==> config.mk <==
export PLATFORM = sky130hd
export DESIGN_NAME = ft_rx_frame_parser
export DESIGN_NICKNAME = d
export VERILOG_FILES = /design/src/rtl/ft_rx_frame_parser.sv
export SDC_FILE = /design/constraint.sdc
export NUM_CORES = 1
export LEC_CHECK = 0
export ABC_AREA = 1
export BUFFER_PORTS_ARGS = -buffer_cell sky130_fd_sc_hd__buf_2
export CORE_MARGIN = 4
export CORE_UTILIZATION = 50
export DETAILED_ROUTE_END_ITERATION = 7
export HOLD_SLACK_MARGIN = 0.06
export PLACE_DENSITY = 0.78
export SLEW_MARGIN = 5
export SYNTH_ARGS = -nofsm -noshare
export SYNTH_HDL_FRONTEND = slang
export SYNTH_SLANG_ARGS = --single-unit
==> constraint.sdc <==
create_clock -name clk -period 2.3 [get_ports clk]
set_clock_uncertainty 0.1 [all_clocks]
set_input_delay 0.23 -clock clk [delete_from_list [all_inputs] [get_ports clk]]
set_output_delay 0.23 -clock clk [all_outputs]
set_load 0.05 [all_outputs]
==> src/rtl/ft_rx_frame_parser.sv <==
// ft_rx_frame_parser: pulls SYNC/LEN/payload frames out of the FT600 rx ring.
// Define FT_RX_CHECKSUM_EN to expect and check a trailing XOR checksum byte.
module ft_rx_frame_parser #(
  parameter int         RX_BUFFER       = 16,
  parameter int         RX_BUFFER_WIDTH = $clog2(RX_BUFFER),
  parameter logic [7:0] SYNC_BYTE       = 8'hA5,
  parameter int         TIMEOUT         = 1024
) (
  input  logic                       clk,
  input  logic                       rst,
  input  logic [8*RX_BUFFER-1:0]     rx_buf_flat,
  input  logic [RX_BUFFER_WIDTH-1:0] rx_buf_written,
  output logic [RX_BUFFER_WIDTH-1:0] rx_buf_read,
  output logic [7:0]                 m_data,
  output logic                       m_valid,
  output logic                       m_last,
  input  logic                       m_ready,
  output logic                       frame_done,
  output logic                       frame_ok,
  output logic [15:0]                err_count
);

  localparam int TLIM = (TIMEOUT > 0) ? TIMEOUT - 1 : 0;
  localparam int TW   = (TLIM > 0) ? $clog2(TLIM + 1) : 1;

  typedef enum logic [1:0] {HUNT, LEN, PAYLOAD, CSUM} state_t;

  state_t        state, state_d;
  logic [7:0]    remaining;
  logic [TW-1:0] tcnt;
  logic [7:0]    rx_byte;
  logic          avail, take, load, fin, fin_ok;
`ifdef FT_RX_CHECKSUM_EN
  logic [7:0]    acc;
`endif

  assign avail   = rx_buf_read != rx_buf_written;
  assign rx_byte = rx_buf_flat[{rx_buf_read, 3'b000} +: 8];

  always_comb begin
    state_d = state;
    take    = 1'b0;
    load    = 1'b0;
    fin     = 1'b0;
    fin_ok  = 1'b0;
    unique case (state)
      HUNT: if (avail) begin
        take = 1'b1;
        if (rx_byte == SYNC_BYTE) state_d = LEN;
      end
      LEN: if (avail) begin
        take = 1'b1;
        if (rx_byte != 8'd0) begin
          state_d = PAYLOAD;
        end else begin
`ifdef FT_RX_CHECKSUM_EN
          state_d = CSUM;
`else
          state_d = HUNT;
          fin     = 1'b1;
          fin_ok  = 1'b1;
`endif
        end
      end
      PAYLOAD: if (avail && (!m_valid || m_ready)) begin
        take = 1'b1;
        load = 1'b1;
        if (remaining == 8'd1) begin
`ifdef FT_RX_CHECKSUM_EN
          state_d = CSUM;
`else
          state_d = HUNT;
          fin     = 1'b1;
          fin_ok  = 1'b1;
`endif
        end
      end
`ifdef FT_RX_CHECKSUM_EN
      CSUM: if (avail) begin
        take    = 1'b1;
        fin     = 1'b1;
        fin_ok  = rx_byte == acc;
        state_d = HUNT;
      end
`endif
      default: state_d = HUNT;
    endcase
    // stalled output also counts as idle: a wedged consumer aborts the frame
    if (TIMEOUT != 0 && state != HUNT && !take && tcnt == TW'(TLIM)) begin
      state_d = HUNT;
      fin     = 1'b1;
      fin_ok  = 1'b0;
    end
  end

  always_ff @(posedge clk) begin
    if (rst) state <= HUNT;
    else     state <= state_d;
  end

  always_ff @(posedge clk) begin
    if (rst) begin
      rx_buf_read <= '0;
      m_data      <= '0;
      m_valid     <= 1'b0;
      m_last      <= 1'b0;
      frame_done  <= 1'b0;
      frame_ok    <= 1'b0;
      err_count   <= '0;
      remaining   <= '0;
      tcnt        <= '0;
    end else begin
      frame_done <= fin;
      frame_ok   <= fin_ok;
      if (fin && !fin_ok && err_count != 16'hFFFF)
        err_count <= err_count + 16'd1;
      if (take)
        rx_buf_read <= rx_buf_read + RX_BUFFER_WIDTH'(1);
      if (state_d == HUNT || take) tcnt <= '0;
      else                         tcnt <= tcnt + TW'(1);
      if (state == LEN && take) remaining <= rx_byte;
      else if (load)            remaining <= remaining - 8'd1;
      if (load) begin
        m_data  <= rx_byte;
        m_valid <= 1'b1;
        m_last  <= remaining == 8'd1;
      end else if (m_ready) begin
        m_valid <= 1'b0;
      end
    end
  end

`ifdef FT_RX_CHECKSUM_EN
  always_ff @(posedge clk) begin
    if (rst) begin
      acc <= '0;
    end else if (take) begin
      unique case (state)
        HUNT:    acc <= '0;
        LEN:     acc <= rx_byte;
        PAYLOAD: acc <= acc ^ rx_byte;
        default: acc <= acc;
      endcase
    end
  end
`endif

endmodule

==> results of run 1 <==
layout make-up:
cell class	instances	area (µm²)
multi-input cells	513	2710
fillers	702	2230
repair buffers	207	1300
flip-flops and latches	52	1050
inverters	95	365
well taps	102	128
clock buffers	6	72.6
clock inverters	2	35.0
cells in the mapped netlist, types with 9 or more instances:
cell type	number	share of area [%]
a21oi_1	23	2.8
buf_2	17	2.1
dfxtp_1	52	25
ha_1	9	2.7
inv_1	88	8.0
nand2_1	185	17
nand3_1	73	8.9
nor2_1	80	7.3
nor3_1	10	1.2
o211ai_1	14	2.6
o21ai_0	51	6.2
xnor2_1	10	2.1
xor2_1	12	2.6
metrics by stage:
| stage | setup slack, ns | TNS (ns) | hold WS (ns) |
|---|---|---|---|
| after floorplan | 0.111 | 0 | 0.318 |
| after global placement | 0.0955 | 0 | 0.327 |
| after detailed placement | 0.0724 | 0 | 0.340 |
| after CTS | 0.0639 | 0 | 0.142 |
| after global routing | -0.111 | -1.25 | 0.161 |
| final | 0.00422 | 0 | 0.141 |
power by group through the flow:
stage	combinational, mW	clock [mW]	sequential (mW)
final	1.48	0.623	0.963
after global routing	1.61	0.675	0.967
after CTS	1.16	0.637	0.957
after detailed placement	1.16	0	0.978
after global placement	1.15	0	0.975
after floorplan	0.771	0	1.01
worst max path at each step:
stage / end / depth (start not counted)
floorplan: err_count[5] / 14
global placement: err_count[5] / 11
detailed placement: tcnt[3] / 16
CTS: remaining[1] / 13
global route: tcnt[2] / 18
finish: tcnt[2] / 18
registers in the layout, indices dropped and copies added, names as in the netlist:
name	cells
m_data	8
rx_buf_read	4
remaining	8
state	2
frame_done	1
err_count	16
m_last	1
tcnt	10
m_valid	1
frame_ok	1
per-layer routing:
layer	share of wire, %	GRT usage (%)
met1	40	34.5
met2	48	45.1
met3	10	4.74
met4	2.7	6.20
met5	0	0
worst min-delay path: stages:
cell	delay (ns)
buf_2	0.08
inv_1	0.06
nand2_1	0.06
a21oi_1	0.06
cells by family (layout without fill, tap and decap cells):
logic type / count (synthesis) / after routing
AO/OA/AOI/OAI: 105 / 105
XOR/XNOR: 22 / 22
adder cells (fa/ha/maj): 9 / 9
buffers and inverters: 127 / 310
flip-flops: 52 / 52
AND/OR/NAND/NOR: 376 / 377
timing repair:
| action | in CTS | in global routing |
|---|---|---|
| endpoints found under the setup margin | 0 | 24 |
| gates resized for setup | 0 | 67 |
| buffers inserted | 0 | 15 |
| hold buffers | 0 | 0 |
==> flow_summary_export.csv, run 1 <==
group,metric,value,unit
outcome,status,"complete, no violations",
worst_setup_path,critPathLaunchType,"register",
synth,synth_fa_ha_area_share,2.73,%
power_and_ir_drop,power.density,542,mW/mm²
sta,maxSlewViolCount,0,
flow_run,maxCapViolations,0,
global_routing,antenna_found_initial,0,
power_and_ir_drop,comb_power_share,48.4,%
worst_setup_path,cp_common_cell,"nand3_2",
sta,hold_viol_final,0,
cells_and_area,nets,1018,
sta,max_freq,436,MHz
placement,place_inst,946,
cells_and_area,fin_cells,977,
sta,tightest_slew,0.511,ns
route,detail_route.first_pass.iterations,5,
placement,dpl.hpwl,10800,µm
cells_and_area,layout_commonest_cell,"nand2_1",
clock_tree,htree_levels,2,
power_and_ir_drop,pwr-share-seq,31.4,%
die,io_pins,167,
worst_setup_path,critPathLaunch,"rx_buf_read[0]",
die,rows,32,
worst_setup_path,critPathArrivalTime,2.40,ns
global_routing,grt_max_degree,70,
synth,synth_cells,691,
power_and_ir_drop,ir_drop,0.000534,V
synth,yosys_register_bits,52,
die,die_w,98.8,µm
power_and_ir_drop,finalPower,3.07,mW
route,drc,0,
global_routing,grt_pass1_vias,4680,
clock_tree,cts_buffers,5,
clock_tree,tritoncts,"done",
die,coreArea,0.00789,mm²
hold_path,holdPathStages,4,
route,ant_nets,0,
power_and_ir_drop,sw_frac_of_total,39.0,%
global_routing,grt_pass1_wl,21700,µm
synth,yosys.area_share.simple,39.9,%
global_routing,grt_use_total,26.4,%
route,initialDrtViolationCount,302,
hold_path,min-delay-path-class,"input port to register",
synth,ys_seq_area_share,25.3,%
route,num_vias,5328,
synth,yosys_warnings,0,
clock_tree,cts_sinks,52,
die,start_util,52.2,%
synth,synth_top_family_by_area,"simple AND/OR/NAND/NOR gates",
synth,synthArstFlopShare,0,%
worst_setup_path,cp.required,2.40,ns
sta,finalCriticalPeriod,2.30,ns
synth,muxShareOfSynthArea,0,%
sta,rsz0062_at_grt,"true",
synth,syn_avg_cell_area,5.96,µm²
route,viasPerCell,5.45,
power_and_ir_drop,pwr-share-clk,20.3,%
worst_setup_path,reg2reg_from,"rx_buf_read[0]",
worst_setup_path,slowest_delay,0.41,ns
power_and_ir_drop,switchingPower,1.20,mW
sta,setup_violations,0,
worst_setup_path,critPathSlowestCell,"dfxtp_4",
cells_and_area,final_core_util,71.8,%
synth,synth_fp_nets,835,
synth,synth_edf_count,0,
hold_path,hold_path.startpoint,"m_ready",
sta,fin_crit_sh,99.8,%
cells_and_area,antennaDiodeCount,0,
worst_setup_path,path_delay_family,"simple AND/OR/NAND/NOR gates",
synth,synth-main-ff-cell,"dfxtp_1",
placement,gp_congestion,0.908,
worst_setup_path,worst-setup-path-type,"register to register",
sta,slew_headroom,65.6,%
placement,io_buffers,166,
synth,synth_compound_area_share,14.4,%
hold_path,holdPathEnd,"m_valid",
worst_setup_path,end_kind,"register",
route,wire_per_inst,15.1,µm
worst_setup_path,regToRegEndpoint,"tcnt[2]",
worst_setup_path,r2r_slack,0.004,ns
cells_and_area,post_route_cells_drive_above_1_share,31.8,%
placement,placed_area,0.00510,mm²
route,wl,14700,µm
clock_tree,cts_buffer_depth,2,
cells_and_area,mostFrequentLayoutCells,"175 x nand2_1, 166 x buf_2, 85 x inv_1",
synth,ys_types,37,
worst_setup_path,rr_worst_depth,18,
power_and_ir_drop,p_leak,2.86,nW
cells_and_area,final_cell_area,0.00566,mm²
synth,synthXorXnorAreaFrac,4.68,%
die,die_area,0.00976,mm²
synth,syn_area,0.00412,mm²
cells_and_area,syn_to_final_growth,37.4,%
clock_tree,clock_latency,0.30,ns
power_and_ir_drop,power.internal,1.87,mW
die,dieHeight,98.8,µm
worst_setup_path,crit_chain,"buf_6, clkbuf_16, nor2_4, nor2_1, o21ai_1, nand3_1, nand3_2, nand2_2, inv_2, nand2_2, nor2_2, nand3_2, nand2_1, nand3_2, nand3_2, nand2_4, nand2_8, nor2_2",
worst_setup_path,cp_max_fo,6,
global_routing,grt-ovfl-total,0,
clock_tree,clk_pin_slew_worst_paths,0.09,ns
clock_tree,ctsRootBufferMaster,"clkbuf_8",
worst_setup_path,worst-path-buf-inv,3,
No activity file was read; power rests on OpenSTA's default activity.
==> run 2, diff against run 1 <==
--- a/config.mk
+++ b/config.mk
@@ -7,8 +7,10 @@
 export LEC_CHECK = 0
 export ABC_AREA = 1
 export BUFFER_PORTS_ARGS = -buffer_cell sky130_fd_sc_hd__buf_2
+export CORE_ASPECT_RATIO = 0.6
 export CORE_MARGIN = 4
 export CORE_UTILIZATION = 50
+export CTS_CLUSTER_SIZE = 28
 export DETAILED_ROUTE_END_ITERATION = 7
 export HOLD_SLACK_MARGIN = 0.06
 export PLACE_DENSITY = 0.78
==> run 2 against run 1 <==
The flow now finishes with violations (negative setup slack). Clock power up 45%. Global-route usage up 3.1 points. Fmax down 5.5%. Worst setup slack worse by 0.13 ns. Sequential power down 0.6%. Highest routed layer unchanged. Critical path depth unchanged. Non-clock buffer count up 20. Die area up 0.49%. Critical endpoint is now tcnt[6]. Largest cell class unchanged. Power up 12%. Via count up 2.8%. Design area up 5.0%. Clock-buffer cell count unchanged.
==> flow_summary_export.csv, run 2 (synthesized netlist as in run 1, its figures left out) <==
group,metric,value,unit
worst_setup_path,crit_chain,"buf_6, buf_16, nor2_2, nor2_1, o21ai_2, nand3_2, nand3_2, nand2_2, nor2_2, nand2_1, nor2_1, nand2_1, nand2_1, nand3_1, nand3_2, nand2_4, nand2_4, nor2_1",
clock_tree,ctsRootBufferMaster,"clkbuf_16",
die,io_pins,167,
worst_setup_path,critPathLaunchType,"register",
sta,fin_ws,-0.128,ns
sta,hold_viol_final,0,
clock_tree,cts_buffers,5,
sta,setup_tns,-1.20,ns
route,initialDrtViolationCount,660,
sta,tightest_slew,0.637,ns
die,dieHeight,78.3,µm
cells_and_area,layout_commonest_cell,"nand2_1",
global_routing,grt_pass1_wl,23800,µm
worst_setup_path,end_kind,"register",
worst_setup_path,reg2reg_from,"rx_buf_read[0]",
route,wl,15500,µm
sta,setup_violations,11,
die,die_area,0.00980,mm²
die,start_util,51.9,%
cells_and_area,mostFrequentLayoutCells,"174 x nand2_1, 166 x buf_2, 84 x inv_1",
clock_tree,clk_pin_slew_worst_paths,0.07,ns
global_routing,grt_use_total,29.5,%
outcome,violations,"negative setup slack",
clock_tree,clock_latency,0.30,ns
cells_and_area,reg_top3,"err_count x16, tcnt x10",
hold_path,min-delay-path-class,"input port to register",
placement,dpl.hpwl,10900,µm
worst_setup_path,worst-setup-path-type,"register to register",
route,detail_route.first_pass.iterations,7,
placement,io_buffers,166,
clock_tree,htree_levels,2,
route,ant_nets,0,
power_and_ir_drop,power.density,576,mW/mm²
clock_tree,tritoncts,"done",
worst_setup_path,rr_worst_depth,18,
global_routing,antenna_found_initial,0,
route,wire_per_inst,15.4,µm
clock_tree,cts_sinks,52,
sta,fin_crit_sh,106,%
cells_and_area,antennaDiodeCount,0,
global_routing,grt-ovfl-total,0,
worst_setup_path,regToRegEndpoint,"tcnt[6]",
flow_run,maxCapViolations,0,
route,viasPerCell,5.46,
worst_setup_path,critPathLaunch,"rx_buf_read[0]",
power_and_ir_drop,ir_drop,0.000460,V
sta,slew_headroom,57.1,%
global_routing,grt_pass1_vias,4948,
sta,holdWs,0.149,ns
worst_setup_path,worst-path-buf-inv,2,
sta,maxSlewViolCount,0,
worst_setup_path,cp_num_cells,18,
sta,max_freq,412,MHz
worst_setup_path,path_delay_family,"simple AND/OR/NAND/NOR gates",
route,num_vias,5478,
cells_and_area,syn_to_final_growth,44.3,%
sta,finalCriticalPeriod,2.43,ns
placement,dp_slack,-0.0747,ns
cells_and_area,nets,1038,
worst_setup_path,cp_max_fo,15,
route,drc,0,
worst_setup_path,critPathArrivalTime,2.52,ns
clock_tree,cts_buffer_depth,2,
cells_and_area,top_register,"err_count",
die,coreArea,0.00795,mm²
cells_and_area,largest_reg_flops,16,
worst_setup_path,worstSetupEndpoint,"tcnt[6]",
worst_setup_path,slowest_delay,0.40,ns
worst_setup_path,critPathSlowestCell,"dfxtp_4",
global_routing,grt_max_degree,27,
placement,gp_congestion,0.955,
outcome,status,"finished, violations left",
die,die_w,125,µm
power_and_ir_drop,finalPower,3.43,mW
worst_setup_path,cp.required,2.39,ns
die,rows,25,
cells_and_area,post_route_cells_drive_above_1_share,34.1,%
power_and_ir_drop,p_leak,3.05,nW
sta,rsz0062_at_grt,"true",
worst_setup_path,r2r_slack,-0.13,ns
[run 2: repair_timing]
item,4_1_cts,5_1_grt
hold buffers,0,0
resized for setup,19,59
setup buffers,13,17
endpoints found under the setup margin,15,31
hold endpoints to repair,0,0
gates cloned,5,0
pin swaps,9,13
[run 2: worst min-delay path by stage]
stage / from / to / slack [ns] / cells past startpoint
4_1_cts: m_ready / m_valid / 0.15 / 4
5_1_grt: m_ready / m_valid / 0.18 / 4
2_1_floorplan: tcnt[0] / tcnt[0] / 0.32 / 1
6_report: m_ready / m_valid / 0.15 / 4
3_5_place_dp: tcnt[0] / tcnt[0] / 0.34 / 1
3_3_place_gp: tcnt[0] / tcnt[0] / 0.33 / 1
[run 2: worst min-delay path, delay by kind of cell]
family	cells	cell delay, ns
buffers and inverters	2	0.14
AND/OR/NAND/NOR	1	0.06
AO/OA/AOI/OAI	1	0.06
[run 2: per-layer routing]
metal / routed length, µm / vias to the layer above / global-route usage [%]
met5: 0 / - / 0
met4: 368 / 0 / 7.90
met3: 1690 / 50 / 7.41
met2: 6750 / 331 / 44.5
met1: 6670 / 2479 / 41.9
li1: - / 2618 / -
[run 2: power breakdown]
group	leakage [nW]	internal (mW)	switching, mW	total (mW)
clock network	0.0871	0.546	0.356	0.902
logic	2.54	0.667	0.899	1.57
registers	0.421	0.925	0.0319	0.957
total	3.05	2.14	1.29	3.43
[run 2: area by class of cell]
| class | count | area, µm² |
|---|---|---|
| Clock buffer | 6 | 139 |
| Clock inverter | 2 | 38.8 |
| Fill cell | 660 | 2000 |
| Inverter | 95 | 372 |
| Multi-Input combinational cell | 513 | 2770 |
| Sequential cell | 52 | 1050 |
| Tap cell | 108 | 135 |
| Timing Repair Buffer | 227 | 1450 |
[run 2: through the flow]
stage / util [%] / std cells / cell area, µm²
finish: 74.8 / 1003 / 5950
global route: 74.8 / 1003 / 5950
CTS: 71.0 / 986 / 5640
detailed placement: 65.2 / 960 / 5180
global placement: 65.2 / 960 / 5180
floorplan: - / 691 / 4130
